==> src/rtl/ex_operand_stage.sv <==
// rtl/ex_operand_stage.sv - ID/EX operand stage: pipeline register, RAW forwarding, hazard stall (EX_FWD_EN selects forwarding)
module ex_operand_stage #(
  parameter int DATA_WIDTH = 16,
  parameter int OPER_WIDTH = 4,
  parameter int REG_ADDR_W = 3
) (
  input  logic                  clk,
  input  logic                  rst,
  input  logic                  id_valid,
  input  logic [REG_ADDR_W-1:0] id_rs,
  input  logic [REG_ADDR_W-1:0] id_rt,
  input  logic                  id_rs_used,
  input  logic                  id_rt_used,
  input  logic [DATA_WIDTH-1:0] id_rs_data,
  input  logic [DATA_WIDTH-1:0] id_rt_data,
  input  logic [DATA_WIDTH-1:0] id_imm,
  input  logic                  id_use_imm,
  input  logic [OPER_WIDTH-1:0] id_oper,
  input  logic                  id_inv_a,
  input  logic                  id_inv_b,
  input  logic                  id_cin,
  input  logic                  id_sign,
  input  logic [REG_ADDR_W-1:0] id_rd,
  input  logic                  id_wr_en,
  input  logic                  id_is_load,
  input  logic                  mem_stall,
  input  logic                  flush,
  input  logic [REG_ADDR_W-1:0] exm_rd,
  input  logic                  exm_wr_en,
  input  logic [DATA_WIDTH-1:0] exm_result,
  input  logic [REG_ADDR_W-1:0] mwb_rd,
  input  logic                  mwb_wr_en,
  input  logic [DATA_WIDTH-1:0] mwb_data,
  output logic                  id_stall,
  output logic                  ex_valid,
  output logic [REG_ADDR_W-1:0] ex_rd,
  output logic                  ex_wr_en,
  output logic                  ex_is_load,
  output logic [DATA_WIDTH-1:0] alu_in_a,
  output logic [DATA_WIDTH-1:0] alu_in_b,
  output logic [OPER_WIDTH-1:0] alu_oper,
  output logic                  alu_inv_a,
  output logic                  alu_inv_b,
  output logic                  alu_cin,
  output logic                  alu_sign,
  output logic [DATA_WIDTH-1:0] ex_store_data
);

  logic                  r_valid;
  logic [REG_ADDR_W-1:0] r_rs;
  logic [REG_ADDR_W-1:0] r_rt;
  logic                  r_rs_used;
  logic                  r_rt_used;
  logic [DATA_WIDTH-1:0] r_rs_data;
  logic [DATA_WIDTH-1:0] r_rt_data;
  logic [DATA_WIDTH-1:0] r_imm;
  logic                  r_use_imm;
  logic [OPER_WIDTH-1:0] r_oper;
  logic                  r_inv_a;
  logic                  r_inv_b;
  logic                  r_cin;
  logic                  r_sign;
  logic [REG_ADDR_W-1:0] r_rd;
  logic                  r_wr_en;
  logic                  r_is_load;

  logic                  hazard;
  logic [DATA_WIDTH-1:0] src_a;
  logic [DATA_WIDTH-1:0] src_b;

  // Pipeline register: reset > flush > memory hold > load bubble > capture
  always_ff @(posedge clk) begin
    if (rst) begin
      r_valid   <= 1'b0;
      r_rs      <= '0;
      r_rt      <= '0;
      r_rs_used <= 1'b0;
      r_rt_used <= 1'b0;
      r_rs_data <= '0;
      r_rt_data <= '0;
      r_imm     <= '0;
      r_use_imm <= 1'b0;
      r_oper    <= '0;
      r_inv_a   <= 1'b0;
      r_inv_b   <= 1'b0;
      r_cin     <= 1'b0;
      r_sign    <= 1'b0;
      r_rd      <= '0;
      r_wr_en   <= 1'b0;
      r_is_load <= 1'b0;
    end else if (flush) begin
      r_valid <= 1'b0;
    end else if (!mem_stall) begin
      // A stalled consumer still loads its fields, but as a bubble
      r_valid   <= id_valid & ~id_stall;
      r_rs      <= id_rs;
      r_rt      <= id_rt;
      r_rs_used <= id_rs_used;
      r_rt_used <= id_rt_used;
      r_rs_data <= id_rs_data;
      r_rt_data <= id_rt_data;
      r_imm     <= id_imm;
      r_use_imm <= id_use_imm;
      r_oper    <= id_oper;
      r_inv_a   <= id_inv_a;
      r_inv_b   <= id_inv_b;
      r_cin     <= id_cin;
      r_sign    <= id_sign;
      r_rd      <= id_rd;
      r_wr_en   <= id_wr_en;
      r_is_load <= id_is_load;
    end
  end

`ifdef EX_FWD_EN
  // Only a load sitting in EX cannot be forwarded in time; everything else is bypassed
  always_comb begin
    hazard = id_valid & r_valid & r_is_load & r_wr_en &
             ((id_rs_used & (id_rs == r_rd)) | (id_rt_used & (id_rt == r_rd)));
  end

  // Operand bypass: EX/MEM is the younger result and beats MEM/WB
  always_comb begin
    src_a = r_rs_data;
    src_b = r_rt_data;
    if (r_rs_used && exm_wr_en && (exm_rd == r_rs)) begin
      src_a = exm_result;
    end else if (r_rs_used && mwb_wr_en && (mwb_rd == r_rs)) begin
      src_a = mwb_data;
    end
    if (r_rt_used && exm_wr_en && (exm_rd == r_rt)) begin
      src_b = exm_result;
    end else if (r_rt_used && mwb_wr_en && (mwb_rd == r_rt)) begin
      src_b = mwb_data;
    end
  end
`else
  // Without bypassing, wait until any pending writer reaches MEM/WB (regfile bypasses WB)
  always_comb begin
    hazard = id_valid &
             ((r_valid & r_wr_en &
               ((id_rs_used & (id_rs == r_rd)) | (id_rt_used & (id_rt == r_rd)))) |
              (exm_wr_en &
               ((id_rs_used & (id_rs == exm_rd)) | (id_rt_used & (id_rt == exm_rd)))));
  end

  // Operands come straight from the registered regfile read
  always_comb begin
    src_a = r_rs_data;
    src_b = r_rt_data;
  end

  logic unused_fwd_inputs;
  assign unused_fwd_inputs = ^{exm_result, mwb_rd, mwb_wr_en, mwb_data,
                               r_rs, r_rt, r_rs_used, r_rt_used};
`endif

  // Squashed instructions never stall; reset keeps the stall low
  always_comb begin
    id_stall = ~rst & ~flush & hazard;
  end

  // Drive ALU and downstream outputs from the pipeline register
  always_comb begin
    ex_valid      = r_valid;
    ex_rd         = r_rd;
    ex_wr_en      = r_valid & r_wr_en;
    ex_is_load    = r_valid & r_is_load;
    alu_in_a      = src_a;
    alu_in_b      = r_use_imm ? r_imm : src_b;
    alu_oper      = r_oper;
    alu_inv_a     = r_inv_a;
    alu_inv_b     = r_inv_b;
    alu_cin       = r_cin;
    alu_sign      = r_sign;
    ex_store_data = src_b;
  end

endmodule

==> config.mk <==
export PLATFORM = sky130hd
export DESIGN_NAME = ex_operand_stage
export DESIGN_NICKNAME = d
export VERILOG_FILES = /design/src/rtl/ex_operand_stage.sv
export SDC_FILE = /design/constraint.sdc
export NUM_CORES = 1
export LEC_CHECK = 0
export BUFFER_PORTS_ARGS = -buffer_cell sky130_fd_sc_hd__buf_2
export CAP_MARGIN = 20
export CORE_UTILIZATION = 41
export DETAILED_ROUTE_END_ITERATION = 7
export PLACE_DENSITY = 0.85
export SLEW_MARGIN = 20
export SYNTH_ARGS = -nofsm -noshare
export SYNTH_HDL_FRONTEND = slang
export SYNTH_SLANG_ARGS = --single-unit
==> constraint.sdc <==
create_clock -name clk -period 1.2 [get_ports clk]
set_input_delay 0.06 -clock clk [delete_from_list [all_inputs] [get_ports clk]]
set_output_delay 0.06 -clock clk [all_outputs]
set_load 0.01 [all_outputs]
# Word-level counts from Yosys, hierarchy flattened

Index checks and enable logic that the tools add are counted.

Reductions and logical operators: 2
Eq/ne operators: 4
Multiplexer cells: 1
Bitwise logic cells: 19

Operator list:

| operator            | count |
|---|---|
| 2-to-1 mux 16 bit   | 1 |
| bitwise AND 1 bit   | 12 |
| == test 3 bit       | 4 |
| NOT 1 bit           | 4 |
| bitwise OR 1 bit    | 3 |
| AND reduction 2 bit | 1 |
| OR reduction 2 bit  | 1 |

Output and inout bits: 63
Input port bits: 115
Flip-flop bits (word level): 63
Word-level logic and storage cells: 39

# Depth between registers and ports, before layout

Word-level depth: 9
Depth in mapped cells: 5
Mapped depth without buffers: 5

# Least setup slack after synthesis

Ideal clock, no wire load.

Path type: flip-flop to flip-flop
Start point: register r_rd[1] (netlist: ex_rd[1])
End point: register r_valid (netlist: ex_valid)
Setup time: 117 ps
Setup slack: 77 ps
Period minus slack after synthesis: 1123 ps
Arrival: 1005 ps
Path buffers: 0
Cell stages (with the launch flop): 6
Cell sequence: dfxtp_1 xnor2_1 nand4_1 nand2_1 a22oi_2 a32o_1

Word-level cells in the longest chain between the ends: 9

Ends and longest elaborated chain:

| what                     | RTL line | text |
|---|---|---|
| start: declaration       | 63       | `logic [REG_ADDR_W-1:0] r_rd;` |
| start signal: assignment | 109      | `r_rd <= id_rd;` |
| == test 3 bit            | 142      | `((id_rs_used & (id_rs == r_rd)) \| (id_rt_used & (id_rt == r_rd)))) \|` |
| bitwise AND 1 bit        | 142      |  |
| bitwise OR 1 bit *       | 142      |  |
| bitwise AND 1 bit *      | 141      | `((r_valid & r_wr_en &` |
| bitwise OR 1 bit *       | 142      |  |
| bitwise AND 1 bit *      | 140      | `hazard = id_valid &` |
| bitwise AND 1 bit *      | 160      | `id_stall = ~rst & ~flush & hazard;` |
| NOT 1 bit *              | 95       | `r_valid <= id_valid & ~id_stall;` |
| bitwise AND 1 bit *      | 95       |  |
| end signal: assignment   | 95       |  |
| end: declaration         | 49       | `logic r_valid;` |

Mark *: on every way between the ends. The rest lies on a longest branch, timed or not.
A chain may end at the register's enable or synchronous reset.

# Final worst setup path

Start point: register r_rd[2] (netlist: ex_rd[2])
End point: output id_stall

Word-level cells in the longest chain between the ends: 7

Ends and longest elaborated chain:

| what                | RTL line | text |
|---|---|---|
| == test 3 bit       | 142      |  |
| bitwise AND 1 bit   | 142      |  |
| bitwise OR 1 bit *  | 142      |  |
| bitwise AND 1 bit * | 141      |  |
| bitwise OR 1 bit *  | 142      |  |
| bitwise AND 1 bit * | 140      |  |
| bitwise AND 1 bit * | 160      |  |
| end: declaration    | 34       | `output logic id_stall,` |

Marks and branches as above.

==> results.json <==
{
  "htreeDepth": 3,
  "vias_per_cell": 4.93,
  "clkTransAtPathRegs_ns": 0.07,
  "fmax_mhz": 696,
  "io_buffers": 141,
  "num_vias": 2955,
  "p_sw_share_pct": 24.5,
  "critPathCaptureType": "output port",
  "slew_violations": 0,
  "hold_viol": 0,
  "antenna_found_initial": 0,
  "stdcell_area_sq_mm": 0.00444,
  "dp_hpwl_mm": 4.69,
  "drt.antenna.violating_nets": 0,
  "track_usage_pct": 27.6,
  "worstSetupPathType": "reg -> out",
  "cts_tree": "done",
  "grt_use_met1_pct": 26.8,
  "design.core.area_sq_mm": 0.00596,
  "arrival_ns": 1.38,
  "whs_ns": 0.0534,
  "critPathLaunchType": "register",
  "layout-drive-gt1-share_pct": 37.8,
  "yosysSeqAreaShare_pct": 49.6,
  "routed_wl_mm": 8.89,
  "avgSynthCellArea_sq_um": 8.07,
  "syn_nets": 430,
  "cts_buffers": 9,
  "violations": "setup timing",
  "busiest_layer": "met2",
  "start_util_pct": 42.7,
  "drt_first_pass_iters": 4,
  "maxCapViolations": 0,
  "grt_pass1_wl_mm": 13.4,
  "netSwitchingPower_mw": 1.29,
  "synth_top_area_cell": "dfxtp_1",
  "timing.final.crit_share_pct": 120,
  "slew_headroom_pct": 72.4,
  "grtUsageMet3_pct": 8.07,
  "syn2layout_area_growth_pct": 74.8,
  "grtUsageMet2_pct": 50.7,
  "yosysTopAreaCellShare_pct": 49.6,
  "p_leak_nw": 2.02,
  "die_area_sq_mm": 0.00652,
  "p_comb_share_pct": 17.1,
  "grt_overflow_total": 0,
  "synth.area.top_cells": "dfxtp_1, nand2_1, a21oi_1",
  "worst_slew_pin_slew_ns": 0.414,
  "place_congestion": 0.864,
  "grt_max_degree": 44,
  "place_area_sq_mm": 0.00333,
  "clk_latency_ns": 0.33,
  "ys_ff_latch": 63,
  "clock-root-buffer": "clkbuf_8",
  "critPathMaxFanout": 4,
  "hold_class": "in -> reg",
  "p_int_mw": 3.96,
  "powerDensity_mw_per_mm2": 1180,
  "yosysWarningCount": 0,
  "crit_required_ns": 1.14,
  "row_count": 28,
  "ir_worst_vdd_uv": 1090,
  "setup_viol": 17,
  "fin_ws_ns": -0.237,
  "rsz0062_at_grt": "true",
  "cts.path.max_buffers": 2,
  "synth_area_sq_mm": 0.00254,
  "synth.distinct_cells": 16,
  "seqPwrFrac_pct": 42.8,
  "status": "finished, violations left",
  "die_height_microns": 80.7,
  "first_iter_violations": 102,
  "diodes": 0,
  "wl_per_cell_microns": 14.8,
  "io_pins": 178,
  "cts.sinks": 63,
  "finalClockSkew_ns": 0.00324,
  "first_global_vias": 2982,
  "postSynthCellCount": 315,
  "drc": 0,
  "p_clk_share_pct": 40.1,
  "nets": 634,
  "period_needed_ns": 1.44,
  "die_w_microns": 80.7
}
## synth_stat cells
cell type / count
nor2_1: 2
nand4_1: 4
a22oi_2: 1
or2_1: 1
buf_4: 7
xnor2_1: 12
nand2_1: 127
buf_2: 8
a32o_1: 1
and2_1: 2
mux2_2: 16
clkbuf_1: 7
nor4b_1: 1
dfxtp_1: 63
a21oi_1: 62
nor2_2: 1
## what timing repair did
item | 4_1_cts | 5_1_grt
hold buffers | 62 | 0
endpoints found under the setup margin | 17 | 18
pin swaps | 7 | 4
gates cloned | 1 | 0
endpoints found under the hold margin | 62 | 0
setup buffers | 2 | 0
gates resized for setup | 47 | 4
## registers in the layout, summed over array words and instances (netlist names)
| signal | count |
|---|---|
| alu_cin | 1 |
| alu_in_a | 16 |
| alu_inv_a | 1 |
| alu_inv_b | 1 |
| alu_oper | 4 |
| alu_sign | 1 |
| ex_rd | 3 |
| ex_store_data | 16 |
| ex_valid | 1 |
| r_imm | 16 |
| r_is_load | 1 |
| r_use_imm | 1 |
| r_wr_en | 1 |
## per-stage QoR
step	util [%]	TNS, ns	instances	power (mW)	setup slack (ns)
finish	74.6	-2.53	599	5.25	-0.237
CTS	74.2	-2.60	599	5.26	-0.237
global placement	55.9	0	518	2.89	0.0938
detailed placement	55.9	0	518	2.92	0.0235
global route	74.6	-3.31	599	5.48	-0.293
floorplan	-	0	315	2.61	0.0772
## cell type report
| class | instances | area, sq um |
|---|---|---|
| flip-flops and latches | 63 | 1280 |
| clock inverters | 5 | 80.1 |
| well taps | 75 | 93.8 |
| clock buffers | 11 | 151 |
| multi-input cells | 230 | 1270 |
| repair buffers | 215 | 1570 |
| fillers | 418 | 1510 |
## layout by cell type, fill, tap and decap left out, types with 2 or more instances in the layout
master and count:
xnor2_1 6, dlygate4sd3_1 62, a21oi_1 62, xnor2_2 6, nand4_1 4, clkbuf_8 11
nand2_1 127, and2_1 2, dfxtp_1 59, buf_4 6, dfxtp_4 4, buf_12 3
nor2_1 2, clkinvlp_4 2, buf_2 125, bufinv_16 2, buf_6 18, mux2_4 16
## logic make-up (layout without fill, tap and decap cells)
| logic type | after synthesis | in the layout | synth area share, % |
|---|---|---|---|
| simple gates | 138 | 138 | 21.4 |
| compound gates | 64 | 64 | 13.1 |
| flops | 63 | 63 | 49.6 |
| buf+inv | 22 | 231 | 4.68 |
| mux | 16 | 16 | 7.09 |
| xor+xnor | 12 | 12 | 4.14 |
## worst max-delay path, cell delays in order (launching register included)
cell and delay (ns):
dfxtp_4 0.37, xnor2_2 0.14, nand4_1 0.08, nand2_1 0.08, a22oi_2 0.18, nor2_1 0.06
buf_2 0.14
## power groups by stage
stage / clock network, mW / registers (mW) / logic, mW
6_report: 2.10 / 2.25 / 0.900
5_1_grt: 2.25 / 2.26 / 0.971
4_1_cts: 2.15 / 2.25 / 0.864
3_5_place_dp: 0 / 2.29 / 0.628
3_3_place_gp: 0 / 2.28 / 0.611
2_1_floorplan: 0 / 2.31 / 0.301
## final timing paths
path	start	end	slack, ns	depth (start not counted)
max	ex_rd[2]	id_stall	-0.24	6
min	mem_stall	ex_valid	0.05	2
max reg2reg	ex_rd[2]	ex_valid	0.07	5
min reg2reg	r_wr_en	r_wr_en	0.45	2
## metal layers
| layer | vias up | routed length [microns] |
|---|---|---|
| met5 | - | 0 |
| met4 | 0 | 352 |
| met3 | 32 | 490 |
| met2 | 125 | 4750 |
| met1 | 1364 | 3300 |
| li1 | 1434 | - |
Power figures use the tool's default switching activity.
